--- src/rtl/boot_loader.sv ---
// Byte-stream boot loader: parses 'I'/'D' blocks of little-endian words into
// the instruction/data BRAM write ports, then releases the CPU on 'G'.
module boot_loader #(
  parameter int ADDR_WIDTH = 10,
  parameter int DATA_WIDTH = 32,
  parameter int MAX_WORDS  = 256
) (
  input  logic                  clk,
  input  logic                  rst,
  input  logic [7:0]            in_byte,
  input  logic                  in_valid,
  output logic                  in_ready,
  output logic [ADDR_WIDTH-1:0] i_w_addr,
  output logic [DATA_WIDTH-1:0] i_w_dat,
  output logic                  i_w_enb,
  output logic [ADDR_WIDTH-1:0] d_w_addr,
  output logic [DATA_WIDTH-1:0] d_w_dat,
  output logic                  d_w_enb,
  output logic                  d_bram_init_done,
  output logic                  cpu_run,
  output logic                  load_err
);

  typedef enum logic [2:0] {
    IDLE, CNT_LO, CNT_HI, DATA, WRITE, RUN, ERR
  } state_t;

  localparam logic [16:0] MAX_CNT = 17'(MAX_WORDS);

  state_t                state_q, state_d;
  logic                  tgt_i_q, tgt_i_d;   // 1: instruction BRAM, 0: data BRAM
  logic [15:0]           count_q, count_d;
  logic [15:0]           widx_q, widx_d;
  logic [1:0]            bidx_q, bidx_d;
  logic [DATA_WIDTH-1:0] word_q, word_d;
  logic [ADDR_WIDTH-1:0] i_addr_q, i_addr_d, d_addr_q, d_addr_d;
  logic [DATA_WIDTH-1:0] i_dat_q, i_dat_d, d_dat_q, d_dat_d;
  logic                  accept;
  logic [15:0]           cnt_new;

  // State and datapath registers, asynchronously cleared
  always_ff @(posedge clk or posedge rst) begin
    if (rst) begin
      state_q  <= IDLE;
      tgt_i_q  <= 1'b0;
      count_q  <= '0;
      widx_q   <= '0;
      bidx_q   <= '0;
      word_q   <= '0;
      i_addr_q <= '0;
      i_dat_q  <= '0;
      d_addr_q <= '0;
      d_dat_q  <= '0;
    end else begin
      state_q  <= state_d;
      tgt_i_q  <= tgt_i_d;
      count_q  <= count_d;
      widx_q   <= widx_d;
      bidx_q   <= bidx_d;
      word_q   <= word_d;
      i_addr_q <= i_addr_d;
      i_dat_q  <= i_dat_d;
      d_addr_q <= d_addr_d;
      d_dat_q  <= d_dat_d;
    end
  end

  // Next-state and datapath update; write port address/data are loaded on the
  // 4th byte so they are valid during the single WRITE cycle and hold after it
  always_comb begin
    state_d  = state_q;
    tgt_i_d  = tgt_i_q;
    count_d  = count_q;
    widx_d   = widx_q;
    bidx_d   = bidx_q;
    word_d   = word_q;
    i_addr_d = i_addr_q;
    i_dat_d  = i_dat_q;
    d_addr_d = d_addr_q;
    d_dat_d  = d_dat_q;
    accept   = in_valid & in_ready;
    cnt_new  = {in_byte, count_q[7:0]};
    case (state_q)
      IDLE: begin
        if (accept) begin
          case (in_byte)
            8'h49: begin tgt_i_d = 1'b1; state_d = CNT_LO; end
            8'h44: begin tgt_i_d = 1'b0; state_d = CNT_LO; end
            8'h47: state_d = RUN;
            default: state_d = ERR;
          endcase
        end
      end
      CNT_LO: begin
        if (accept) begin
          count_d[7:0] = in_byte;
          state_d      = CNT_HI;
        end
      end
      CNT_HI: begin
        if (accept) begin
          count_d[15:8] = in_byte;
          if (cnt_new == 16'd0) begin
            state_d = IDLE;
          end else if ({1'b0, cnt_new} > MAX_CNT) begin
            state_d = ERR;
          end else begin
            state_d = DATA;
            widx_d  = '0;
            bidx_d  = '0;
          end
        end
      end
      DATA: begin
        if (accept) begin
          word_d[{bidx_q, 3'b000} +: 8] = in_byte;
          bidx_d = bidx_q + 2'd1;
          if (bidx_q == 2'd3) begin
            state_d = WRITE;
            if (tgt_i_q) begin
              i_addr_d = ADDR_WIDTH'({widx_q, 2'b00});
              i_dat_d  = word_d;
            end else begin
              d_addr_d = ADDR_WIDTH'({widx_q, 2'b00});
              d_dat_d  = word_d;
            end
          end
        end
      end
      WRITE: begin
        widx_d  = widx_q + 16'd1;
        state_d = (widx_q + 16'd1 == count_q) ? IDLE : DATA;
      end
      RUN:     state_d = RUN;
      ERR:     state_d = ERR;
      default: state_d = IDLE;
    endcase
  end

  // Moore outputs decoded from the current state
  always_comb begin
    in_ready         = (state_q == IDLE) || (state_q == CNT_LO) ||
                       (state_q == CNT_HI) || (state_q == DATA);
    i_w_enb          = (state_q == WRITE) && tgt_i_q;
    d_w_enb          = (state_q == WRITE) && !tgt_i_q;
    cpu_run          = (state_q == RUN);
    d_bram_init_done = (state_q == RUN);
    load_err         = (state_q == ERR);
    i_w_addr         = i_addr_q;
    i_w_dat          = i_dat_q;
    d_w_addr         = d_addr_q;
    d_w_dat          = d_dat_q;
  end

endmodule

--- config.mk ---
export PLATFORM = sky130hd
export DESIGN_NAME = boot_loader
export DESIGN_NICKNAME = d
export VERILOG_FILES = /design/src/rtl/boot_loader.sv
export SDC_FILE = /design/constraint.sdc
export NUM_CORES = 1
export LEC_CHECK = 0
export ABC_AREA = 1
export CAP_MARGIN = 20
export CORE_AREA = 4 4 115 226
export DETAILED_ROUTE_END_ITERATION = 16
export DIE_AREA = 0 0 119 230
export HOLD_SLACK_MARGIN = 0.03
export MAX_ROUTING_LAYER = met4
export PLACE_DENSITY = 0.5
export SLEW_MARGIN = 15
export SYNTH_ARGS = -nofsm -noshare
export SYNTH_HDL_FRONTEND = slang
export SYNTH_SLANG_ARGS = --single-unit
--- constraint.sdc ---
create_clock -name clk -period 6.2 [get_ports clk]
set_input_delay 0.93 -clock clk [delete_from_list [all_inputs] [get_ports clk]]
set_output_delay 0.93 -clock clk [all_outputs]
set_load 0.1 [all_outputs]
### Word level (Yosys, flattened, before mapping)

Cells that the tools add are included.

| operators by class | value |
|---|---|
| $add $sub $neg | 3 |
| $lt $le $gt $ge | 1 |
| eq/ne operators | 18 |
| shift operators | 2 |
| multiplexer cells | 21 |
| bitwise logic cells | 2 |
| reductions and logical operators | 21 |

Operator list:

| cell | number |
|---|---|
| 16-bit 2-to-1 mux | 3 |
| 32-bit bitwise mux | 1 |
| 16-bit one-hot mux with 2 select lines | 1 |
| 8-bit by 7-bit variable shift with 32-bit output (first input constant) | 1 |
| 8-bit by 7-bit indexed part select with 32-bit output | 1 |
| 8-bit by 7-bit equality test with 1-bit output (second input constant) | 3 |
| 3-bit 2-to-1 mux | 7 |
| 3-bit one-hot mux with 7 select lines | 1 |
| 16-bit by 1-bit adder with 16-bit output (second input constant) | 1 |
| 16-bit equality test | 1 |
| 16-bit by 9-bit greater-than comparator with 1-bit output (second input constant) | 1 |
| 16-bit logical NOT | 1 |
| 2-bit != test (second input constant) | 7 |
| 4-bit AND reduction | 3 |
| 2-bit 2-to-1 mux | 5 |
| 5-bit AND reduction | 2 |
| 3-bit equality test (second input constant) | 3 |
| 5-bit negation with 7-bit output | 1 |
| 3-bit by 2-bit equality test with 1-bit output (second input constant) | 2 |
| 3-bit one-hot mux with 2 select lines | 1 |
| 2-bit AND reduction | 3 |
| 2-bit nonzero test | 3 |
| 2-bit one-hot mux with 2 select lines | 1 |
| 3-bit by 1-bit equality test with 1-bit output (second input constant) | 1 |
| other kinds (11) | 14 |

| storage, ports and cells | value |
|---|---|
| register bits after elaboration | 150 |
| word-level logic and storage cells | 79 |

### Depth between registers and ports, before layout

Gate-level depths: netlist (run 1).

| depth | value |
|---|---|
| depth after elaboration | 7 |
| gate-level depth with buffers | 16 |
| mapped depth without buffers | 16 |

### Worst setup path after synthesis (run 1)

OpenSTA, ideal clock, no wires.

| path | value |
|---|---|
| path type | reg2out |
| from | register state_q[2] |
| to | output d_w_enb |
| arrival time | 2.846 ns |
| setup slack | 2.424 ns |
| cell stages (with the launch flop) | 7 |
| cell sequence | dfrtp_1 buf_4 inv_2 nor3_1 inv_2 clkbuf_1 nor2_1 |

| between the ends | value |
|---|---|
| longest elaborated chain between the ends | 2 |

RTL lines:

| item | RTL line | text |
|---|---|---|
| from (decl) | 30 | `state_t state_q, state_d;` |
| from (signal assigned) | 55 | `state_q <= state_d;` |
| 3-bit equality test | 145 | `d_w_enb = (state_q == WRITE) && !tgt_i_q;` |
| 1-bit logical AND | 145 |  |
| to (decl) | 18 | `output logic d_w_enb,` |

Every way passes these cells.

### Final worst setup path (run 1)

| path | value |
|---|---|
| from | register state_q[2] |
| to | output i_w_enb |

| between the ends | value |
|---|---|
| longest elaborated chain between the ends | 2 |

RTL lines:

| item | RTL line | text |
|---|---|---|
| 3-bit equality test | 144 | `i_w_enb = (state_q == WRITE) && tgt_i_q;` |
| 1-bit logical AND | 144 |  |
| to (decl) | 15 | `output logic i_w_enb,` |

Every way passes these cells.

==> results.cfg, run 1 <==
[synthesis]
synth_cell_types = 41
synth_seq_area_share_pct = 52.2
synth.area.top_cells = dfrtp_1, nand2_1, o21ai_0
synth_top_cell_by_area = dfrtp_1
avgSynthCellArea_um2 = 9.72
synth_top_cell_area_share_pct = 52.2
synth_cells = 740
synth_edf_count = 0
syn_area_um2 = 7190
async_flop_share_pct = 100
ys_seq_elements = 150
yosys_warnings = 0
ys.flop_type = dfrtp_1

[power_and_ir_drop]
p_total_mw = 5.09
p_leak_nw = 4.06
peakVddDrop_mv = 0.304
powerDensity_nw_per_um2 = 568

[timing]
fin_worst_skew_ns = 0.00911
hold_viol = 0
fin_setup_tns_ns = 0
rsz0062_at_grt = no
fin_crit_ns = 3.86
setup_viol = 0
slew_violations = 0
worst_slack_ns = 2.34
whs_ns = 0.487
period_share_pct = 62.2
worst_pin_slew_ns = 1.03
maxSlewHeadroom_pct = 31.4
timing.fmax_mhz = 259

[detailed_routing]
drt-vias-per-instance = 4.61
drc = 0
wl_um = 19900
drt_iter0_drc = 227
drtAntennaViolNets = 0
wl_per_cell_um = 16.9
dr.pass1.iters = 4
vias = 5425

[finish]
area_delta_synth_final_pct = 24.7
fin_util_pct = 36.7
fin_cells = 1177
drive_gt1_share_pct = 12.2
num-nets-final = 850
final_area_um2 = 8970
antenna_cells = 0

[global_routing]
grt_pass1_wl_um = 31700
grt_usage_pct = 15.6
antenna_found_initial = 0
grt_max_degree = 58
grt_pass1_vias = 5665
overflow = 0

[floorplan]
io_pins = 101
die_y_um = 230
die_area_um2 = 27400
placementRows = 81
initial_core_util_pct = 29.5
die_w_um = 119
core_um2 = 24400

[clock_network]
cts.sinks = 150
cts-root-buf = clkbuf_16
clock_latency_ns = 0.43
cts_resized = 0
ctsHoldBuffers = 0
post_cts_buffers = 0
clk_transition_reported_paths_ns = 0.06
cts-htree-levels = 4
cts_tree = built
cts_max_path_buffers = 2
numCtsBuffers = 17

[critical_path]
start_kind = flop
arrival_ns = 2.93
r2r_setup_slack_ns = 3.16
worstSetupPathType = reg2out
rr_worst_depth = 5
cp-end-kind = primary output
required_ns = 5.27
cp_max_fo = 13

[place]
hpwl_um = 15100
port_buffers = 96
placedCellCount = 1146
dp_slack_ns = 2.60
dpl-instance-area_um2 = 8400
globalplace.congestion = 0.813

[worst_hold_path]
whs_path_depth = 1
hold_class = reg2reg

[run_status]
status = finished, final reports clean

[job]
drv_cap = 0
## Yosys cell counts (2+ instances only)
cell,n
dfrtp_1,150
nand2_1,125
inv_1,80
o21ai_0,79
nor2_1,54
nand3_1,43
mux2_2,34
nand4_1,27
o22ai_1,21
mux2_4,20
a21oi_1,18
clkbuf_1,13
mux2_1,12
buf_4,9
ha_1,6
inv_2,5
nand3b_1,5
o32ai_1,5
buf_6,4
xor2_1,3
buf_12,2
buf_8,2
nor2_4,2
nor3_1,2
nor4_1,2
xnor2_1,2
## cells by family (layout without fill, tap and decap cells)
group	Yosys count	count (layout)	share of synthesized area, %
AOI/OAI and AO/OA	128	128	9.67
xor gates and xnor gates	7	7	1.25
adders and majority gates	6	6	1.04
buffers and inverters	117	219	7.76
DFF	150	150	52.2
muxes	66	66	11.4
other	1	4	0.0521
and+or+nand+nor	265	265	16.7
## layout make-up
type	count	area [um2]
multi-input cells	476	2890
flip-flops and latches	150	3750
clock buffers	20	447
repair buffers	102	1010
fillers	2500	15500
clock inverters	11	128
well taps	332	415
inverters	86	328
## final timing paths
check,start,endpoint
max in group asynchronous,rst,d_w_dat[31]$_DFFE_PP0P_
max,state_q[2]$_DFFE_PP0P_,i_w_enb
min reg2reg,i_w_dat[1]$_DFFE_PP0P_,i_w_dat[1]$_DFFE_PP0P_
max reg2reg,bidx_q[0]$_DFFE_PP0P_,d_w_dat[13]$_DFFE_PP0P_
min,i_w_dat[1]$_DFFE_PP0P_,i_w_dat[1]$_DFFE_PP0P_
min in group asynchronous,rst,widx_q[9]$_DFFE_PP0P_
## power by group
| group | total [mW] | internal, mW | switching, mW |
|---|---|---|---|
| combinational | 2.52 | 0.657 | 1.87 |
| sequential | 1.56 | 1.31 | 0.240 |
| clock | 1.01 | 0.602 | 0.412 |
| total | 5.09 | 2.57 | 2.52 |
## layer usage
metal,GRT usage [%],up-vias,wire length [um]
met2,29.7,100,11700
met1,15.0,2628,7040
met5,-,-,0
met4,6.27,0,567
met3,3.17,32,552
li1,-,2665,-
## registers in the layout (all words and copies together) (netlist names)
| signal | cells |
|---|---|
| count_q | 16 |
| tgt_i_q | 1 |
| d_w_dat | 32 |
| state_q | 3 |
| i_w_dat | 32 |
| i_w_addr | 8 |
| bidx_q | 2 |
| word_q | 32 |
| d_w_addr | 8 |
| widx_q | 16 |
## cell usage in the layout (no fill, tap or decap), types with 2 or more instances in the layout
master / n
nand4_1: 27
clkbuf_16: 17
mux2_1: 12
clkinvlp_4: 3
mux2_4: 20
nor2_1: 54
buf_4: 6
dfrtp_1: 150
conb_1: 4
nand3b_1: 5
a21oi_1: 18
ha_1: 6
xnor2_1: 2
o21ai_0: 79
bufinv_16: 2
o32ai_1: 5
nand2_1: 125
nand3_1: 43
clkbuf_1: 2
inv_1: 79
nor2_4: 2
xor2_1: 3
clkinv_2: 2
o22ai_1: 21
clkinv_4: 3
mux2_2: 34
clkdlybuf4s50_1: 96
inv_2: 5
nor4_1: 2
nor3_1: 2
inv_6: 2
## worst max-delay path, stage by stage, from the launching register on
cell and delay (ns):
dfrtp_1 0.54, inv_2 0.11, nor3_1 0.14, buf_4 0.22, inv_2 0.17, nor2_1 0.16
clkdlybuf4s50_1 1.15
Power figures use the tool's default switching activity.
==> run 2, diff against run 1 <==
==> constraint.sdc (replaced) <==
create_clock -name clk -period 3.8 [get_ports clk]
set_input_delay 0.57 -clock clk [delete_from_list [all_inputs] [get_ports clk]]
set_output_delay 0.57 -clock clk [all_outputs]
set_load 0.1 [all_outputs]
==> run 2 against run 1 <==
Net effect:
- hold slack got worse by 0.049 ns
- clock-buffer cell count unchanged
- cell count increased by 0.42%
- design area increased by 1.9%
- highest routed layer unchanged
- non-clock buffer count increased by 5
- first-iteration DRC count decreased by 25%
- global-route usage increased by 0.27 points
- routed wire length increased by 3.1%
- clock power increased by 86%
- sequential power increased by 63%
==> results.cfg, run 2 (same netlist as run 1, synthesis figures left out) <==
[run_status]
status = finished, final reports clean

[global_routing]
grt_pass1_vias = 5655
grt_usage_pct = 15.9
grt_max_degree = 45
antenna_found_initial = 0
grt_pass1_wl_um = 32200
overflow = 0

[timing]
rsz0062_at_grt = no
fin_crit_ns = 2.83
maxSlewHeadroom_pct = 31.7
slew_violations = 0
timing.fmax_mhz = 354
hold_viol = 0
fin_setup_tns_ns = 0
period_share_pct = 74.4
setup_viol = 0
worst_pin_slew_ns = 1.02
fin_worst_skew_ns = 0.00514

[clock_network]
clock_latency_ns = 0.43
cts_max_path_buffers = 2
post_cts_buffers = 0
clk_transition_reported_paths_ns = 0.06
cts-root-buf = clkbuf_16
cts_tree = built
cts.sinks = 150
cts_resized = 0
numCtsBuffers = 17
cts-htree-levels = 4
ctsHoldBuffers = 0

[finish]
fin_cells = 1182
area_delta_synth_final_pct = 27.0
num-nets-final = 855
most-common-layout-cells = dfrtp_1, nand2_1, clkdlybuf4s50_1, inv_1, o21ai_0
antenna_cells = 0
final_common_cell = dfrtp_1
drive_gt1_share_pct = 13.4

[place]
placedCellCount = 1150
globalplace.congestion = 0.869
hpwl_um = 15500
port_buffers = 96

[critical_path]
worstSetupPathType = reg2reg
required_ns = 4.16
arrival_ns = 3.19
crit_path_max_incr_delay_ns = 0.68
cpLargestDelayFamily = adder cells
cp_max_fo = 13
cp_slowest_cell = ha_1
cp-end-kind = flop
r2r-start = bidx_q[0]$_DFFE_PP0P_
startpoint = bidx_q[0]$_DFFE_PP0P_
path_buf_inv = 1
crit_chain = clkinv_1 -> ha_1 -> nand3_1 -> o32ai_1 -> mux2_4
start_kind = flop

[detailed_routing]
dr.pass1.iters = 4
drtAntennaViolNets = 0
wl_per_cell_um = 17.3
drt-vias-per-instance = 4.63
vias = 5477
wl_um = 20500
drc = 0
drt_iter0_drc = 171

[floorplan]
placementRows = 81
core_um2 = 24400
die_y_um = 230
io_pins = 101
die_w_um = 119
initial_core_util_pct = 29.5
die_area_um2 = 27400

[power_and_ir_drop]
peakVddDrop_mv = 0.618
powerDensity_nw_per_um2 = 936
p_total_mw = 8.56
p_leak_nw = 4.16

[job]
drv_cap = 0

[worst_hold_path]
hold_class = in2async
-- run 2: changes by cell type in the layout (fill, tap and decap cells not counted), moves of 2 or more --
cell and change:
buf_12 +5, buf_4 +5, bufinv_16 +3, clkdlybuf4s50_1 -5, clkinv_4 +2, clkinvlp_4 -2, inv_6 -2
-- run 2: through the flow --
step                hold WS (ns)  area, um2  utilization [%]  worst slack (ns)
floorplan                  0.453       7210                -             0.384
global placement           0.475       8460             34.6              1.04
detailed placement         0.475       8460             34.6             0.927
CTS                        0.491       9120             37.3             0.894
global route               0.469       9140             37.4             0.628
finish                     0.439       9140             37.4             0.974
-- run 2: final cells by class --
cell class	count	area (um2)
inverter	86	327
multi-input combinational	476	2890
sequential	150	3750
timing repair buffer	107	1090
tap	332	415
clock inverter	11	199
fill	2499	15300
clock buffer	20	457
-- run 2: layer usage --
metal  vias up  track usage [%]  routed length [um]
li1       2683                -                   -
met1      2654             15.1                7380
met2       105             30.5               11900
met3        35             2.83                 507
met4         0             6.78                 673
met5         -                -                   0
-- run 2: final timing paths --
kind / to / slack (ns) / cells after the start
min in group clk: d_w_addr[2]$_DFFE_PP0P_ / 0.49 / 1
worst min-delay path: d_w_dat[0]$_DFFE_PP0P_ / 0.44 / 2
worst max-delay path: i_w_dat[13]$_DFFE_PP0P_ / 0.97 / 5
max in group asynchronous: word_q[6]$_DFFE_PP0P_ / 2.60 / 4
worst max register to register: i_w_dat[13]$_DFFE_PP0P_ / 0.97 / 5
worst min register to register: d_w_addr[2]$_DFFE_PP0P_ / 0.49 / 1
-- run 2: power breakdown --
group	switching [mW]	internal, mW	leakage, nW
clock	0.680	1.20	0.320
combinational	3.04	1.08	1.91
sequential	0.400	2.15	1.93
-- run 2: worst reg2reg max path, stage by stage, from the launching register on --
cell and delay (ns):
dfrtp_1 0.57, clkinv_1 0.40, ha_1 0.68, nand3_1 0.31, o32ai_1 0.55, mux2_4 0.25
==> run 3, diff against run 2 <==
--- a/config.mk
+++ b/config.mk
@@ -12,7 +12,7 @@
 export DIE_AREA = 0 0 119 230
 export HOLD_SLACK_MARGIN = 0.03
 export MAX_ROUTING_LAYER = met4
-export PLACE_DENSITY = 0.5
+export PLACE_DENSITY = 0.52
 export SLEW_MARGIN = 15
 export SYNTH_ARGS = -nofsm -noshare
 export SYNTH_HDL_FRONTEND = slang
==> constraint.sdc (replaced) <==
create_clock -name clk -period 2.5 [get_ports clk]
set_input_delay 0.375 -clock clk [delete_from_list [all_inputs] [get_ports clk]]
set_output_delay 0.375 -clock clk [all_outputs]
set_load 0.1 [all_outputs]
==> run 3 against run 2 <==
Net effect:
- first-iteration DRC count increased by 34%
- via count is essentially flat
- die area stayed put
- worst setup slack lost 0.75 ns
- critical path type unchanged
- critical endpoint is now state_q[1]$_DFFE_PP0P_
- largest cell class unchanged
==> results.cfg, run 3 (same netlist as run 1, synthesis figures left out) <==
[worst_hold_path]
hold_class = in2async

[job]
drv_cap = 0

[detailed_routing]
wl_um = 19700
vias = 5480
dr.pass1.iters = 4
drc = 0
drt_iter0_drc = 229
wl_per_cell_um = 16.3
drt-vias-per-instance = 4.56
drtAntennaViolNets = 0

[timing]
rsz0062_at_grt = no
slew_violations = 0
hold_viol = 0
timing.fmax_mhz = 439
setup_viol = 0
maxSlewHeadroom_pct = 62.7
period_share_pct = 91.0
fin_worst_skew_ns = 0.00758
fin_crit_ns = 2.28
worst_pin_slew_ns = 0.554

[finish]
most-common-layout-cells = dfrtp_1, nand2_1, buf_4, inv_1, o21ai_0
final_common_cell = dfrtp_1
antenna_cells = 0
fillers = 2465
fin_util_pct = 37.3
drive_gt1_share_pct = 25.1
area_delta_synth_final_pct = 26.8
multi_input_area_um2 = 2900
num-nets-final = 876
regArea_um2 = 3750

[power_and_ir_drop]
p_sw_share_pct = 48.8
pwr-share-seq_pct = 29.9
p_total_mw = 12.9
p_leak_nw = 4.38
peakVddDrop_mv = 0.875
comb_power_share_pct = 49.2
p_switching_mw = 6.28
pwr-share-clk_pct = 20.9
powerDensity_nw_per_um2 = 1410
p_int_mw = 6.59

[global_routing]
overflow = 0
antenna_found_initial = 0
grt_pass1_wl_um = 31400
grt_pass1_vias = 5570
grt_max_degree = 87
grt_usage_pct = 15.4

[critical_path]
worstSetupPathType = reg2reg
cp-end-kind = flop
cp_max_fo = 5
arrival_ns = 2.60
r2r-start = widx_q[0]$_DFFE_PP0P_
start_kind = flop
required_ns = 2.82
startpoint = widx_q[0]$_DFFE_PP0P_

[floorplan]
placementRows = 81
die_y_um = 230
core_um2 = 24400
die_w_um = 119
io_pins = 101
die_area_um2 = 27400
initial_core_util_pct = 29.5

[place]
port_buffers = 96
globalplace.congestion = 0.841
hpwl_um = 15100

[clock_network]
cts_tree = built
post_cts_buffers = 0
cts-htree-levels = 4
cts_resized = 1
ctsHoldBuffers = 0
cts-root-buf = clkbuf_16
clk_transition_reported_paths_ns = 0.06
numCtsBuffers = 17
cts_max_path_buffers = 2
cts.sinks = 150
clock_latency_ns = 0.43

[run_status]
status = finished, final reports clean
==> run 3: cell count changes in the layout (fill, tap and decap cells not counted), sizes merged <==
cell	before	now
buf	16	118
clkbuf	20	21
bufinv	5	3
inv	84	87
clkinv	7	2
clkdlybuf4s50	91	10
clkinvlp	1	4
==> run 3: final timing paths <==
check	to	slack [ns]	cells past startpoint
max in group asynchronous	state_q[2]$_DFFE_PP0P_	1.61	3
hold reg to reg	d_w_dat[2]$_DFFE_PP0P_	0.49	1
min in group clk	d_w_dat[2]$_DFFE_PP0P_	0.49	1
hold / removal	i_w_dat[4]$_DFFE_PP0P_	0.43	3
setup / recovery	state_q[1]$_DFFE_PP0P_	0.22	14
setup reg to reg	state_q[1]$_DFFE_PP0P_	0.22	14
==> run 3: cell type report <==
type / instances / share of cell area [%]
timing repair buffer: 128 / 12.2
clock buffer: 21 / 5.16
sequential: 150 / 41.2
inverter: 86 / 3.58
clock inverter: 10 / 1.58
tap: 332 / 4.55
multi-input combinational: 476 / 31.8
==> run 3: power by group through the flow <==
stage / Combinational [mW] / Sequential [mW] / Clock [mW]
floorplan: 2.55 / 6.00 / 0
global placement: 6.36 / 3.89 / 0
detailed placement: 6.40 / 3.89 / 0
CTS: 6.41 / 3.86 / 2.76
global route: 6.82 / 3.96 / 2.87
finish: 6.33 / 3.85 / 2.69
==> run 3: critical path, stage by stage, from the launching register on <==
cell and delay (ns):
dfrtp_1 0.43, ha_1 0.24, nand3_1 0.19, nor2_1 0.27
nand3_1 0.13, nand2_1 0.10, nand3_1 0.07, nand2_1 0.08
nand2_1 0.05, nor2_1 0.20, nand3_1 0.14, nand2_1 0.11
nand2_1 0.06, nand2_1 0.06, nand2_1 0.04
==> run 3: layer usage <==
layer | vias to the layer above | share of wire [%] | GRT usage, %
met5 | - | 0 | -
met4 | 0 | 2.8 | 6.82
met3 | 27 | 3.0 | 3.42
met2 | 97 | 58 | 28.4
met1 | 2632 | 36 | 15.3
li1 | 2724 | - | -
==> run 3: stage by stage <==
step | setup TNS, ns | instances | setup slack, ns | hold slack, ns | cell area (um2)
after floorplan | -1.88 | 743 | -0.721 | 0.453 | 7210
final | 0 | 1203 | 0.224 | 0.426 | 9120
after detailed placement | 0 | 1172 | 0.171 | 0.480 | 8500
after global routing | 0 | 1203 | 0.0524 | 0.460 | 9120
after global placement | 0 | 1172 | 0.200 | 0.475 | 8500
after CTS | 0 | 1203 | 0.0210 | 0.447 | 9120
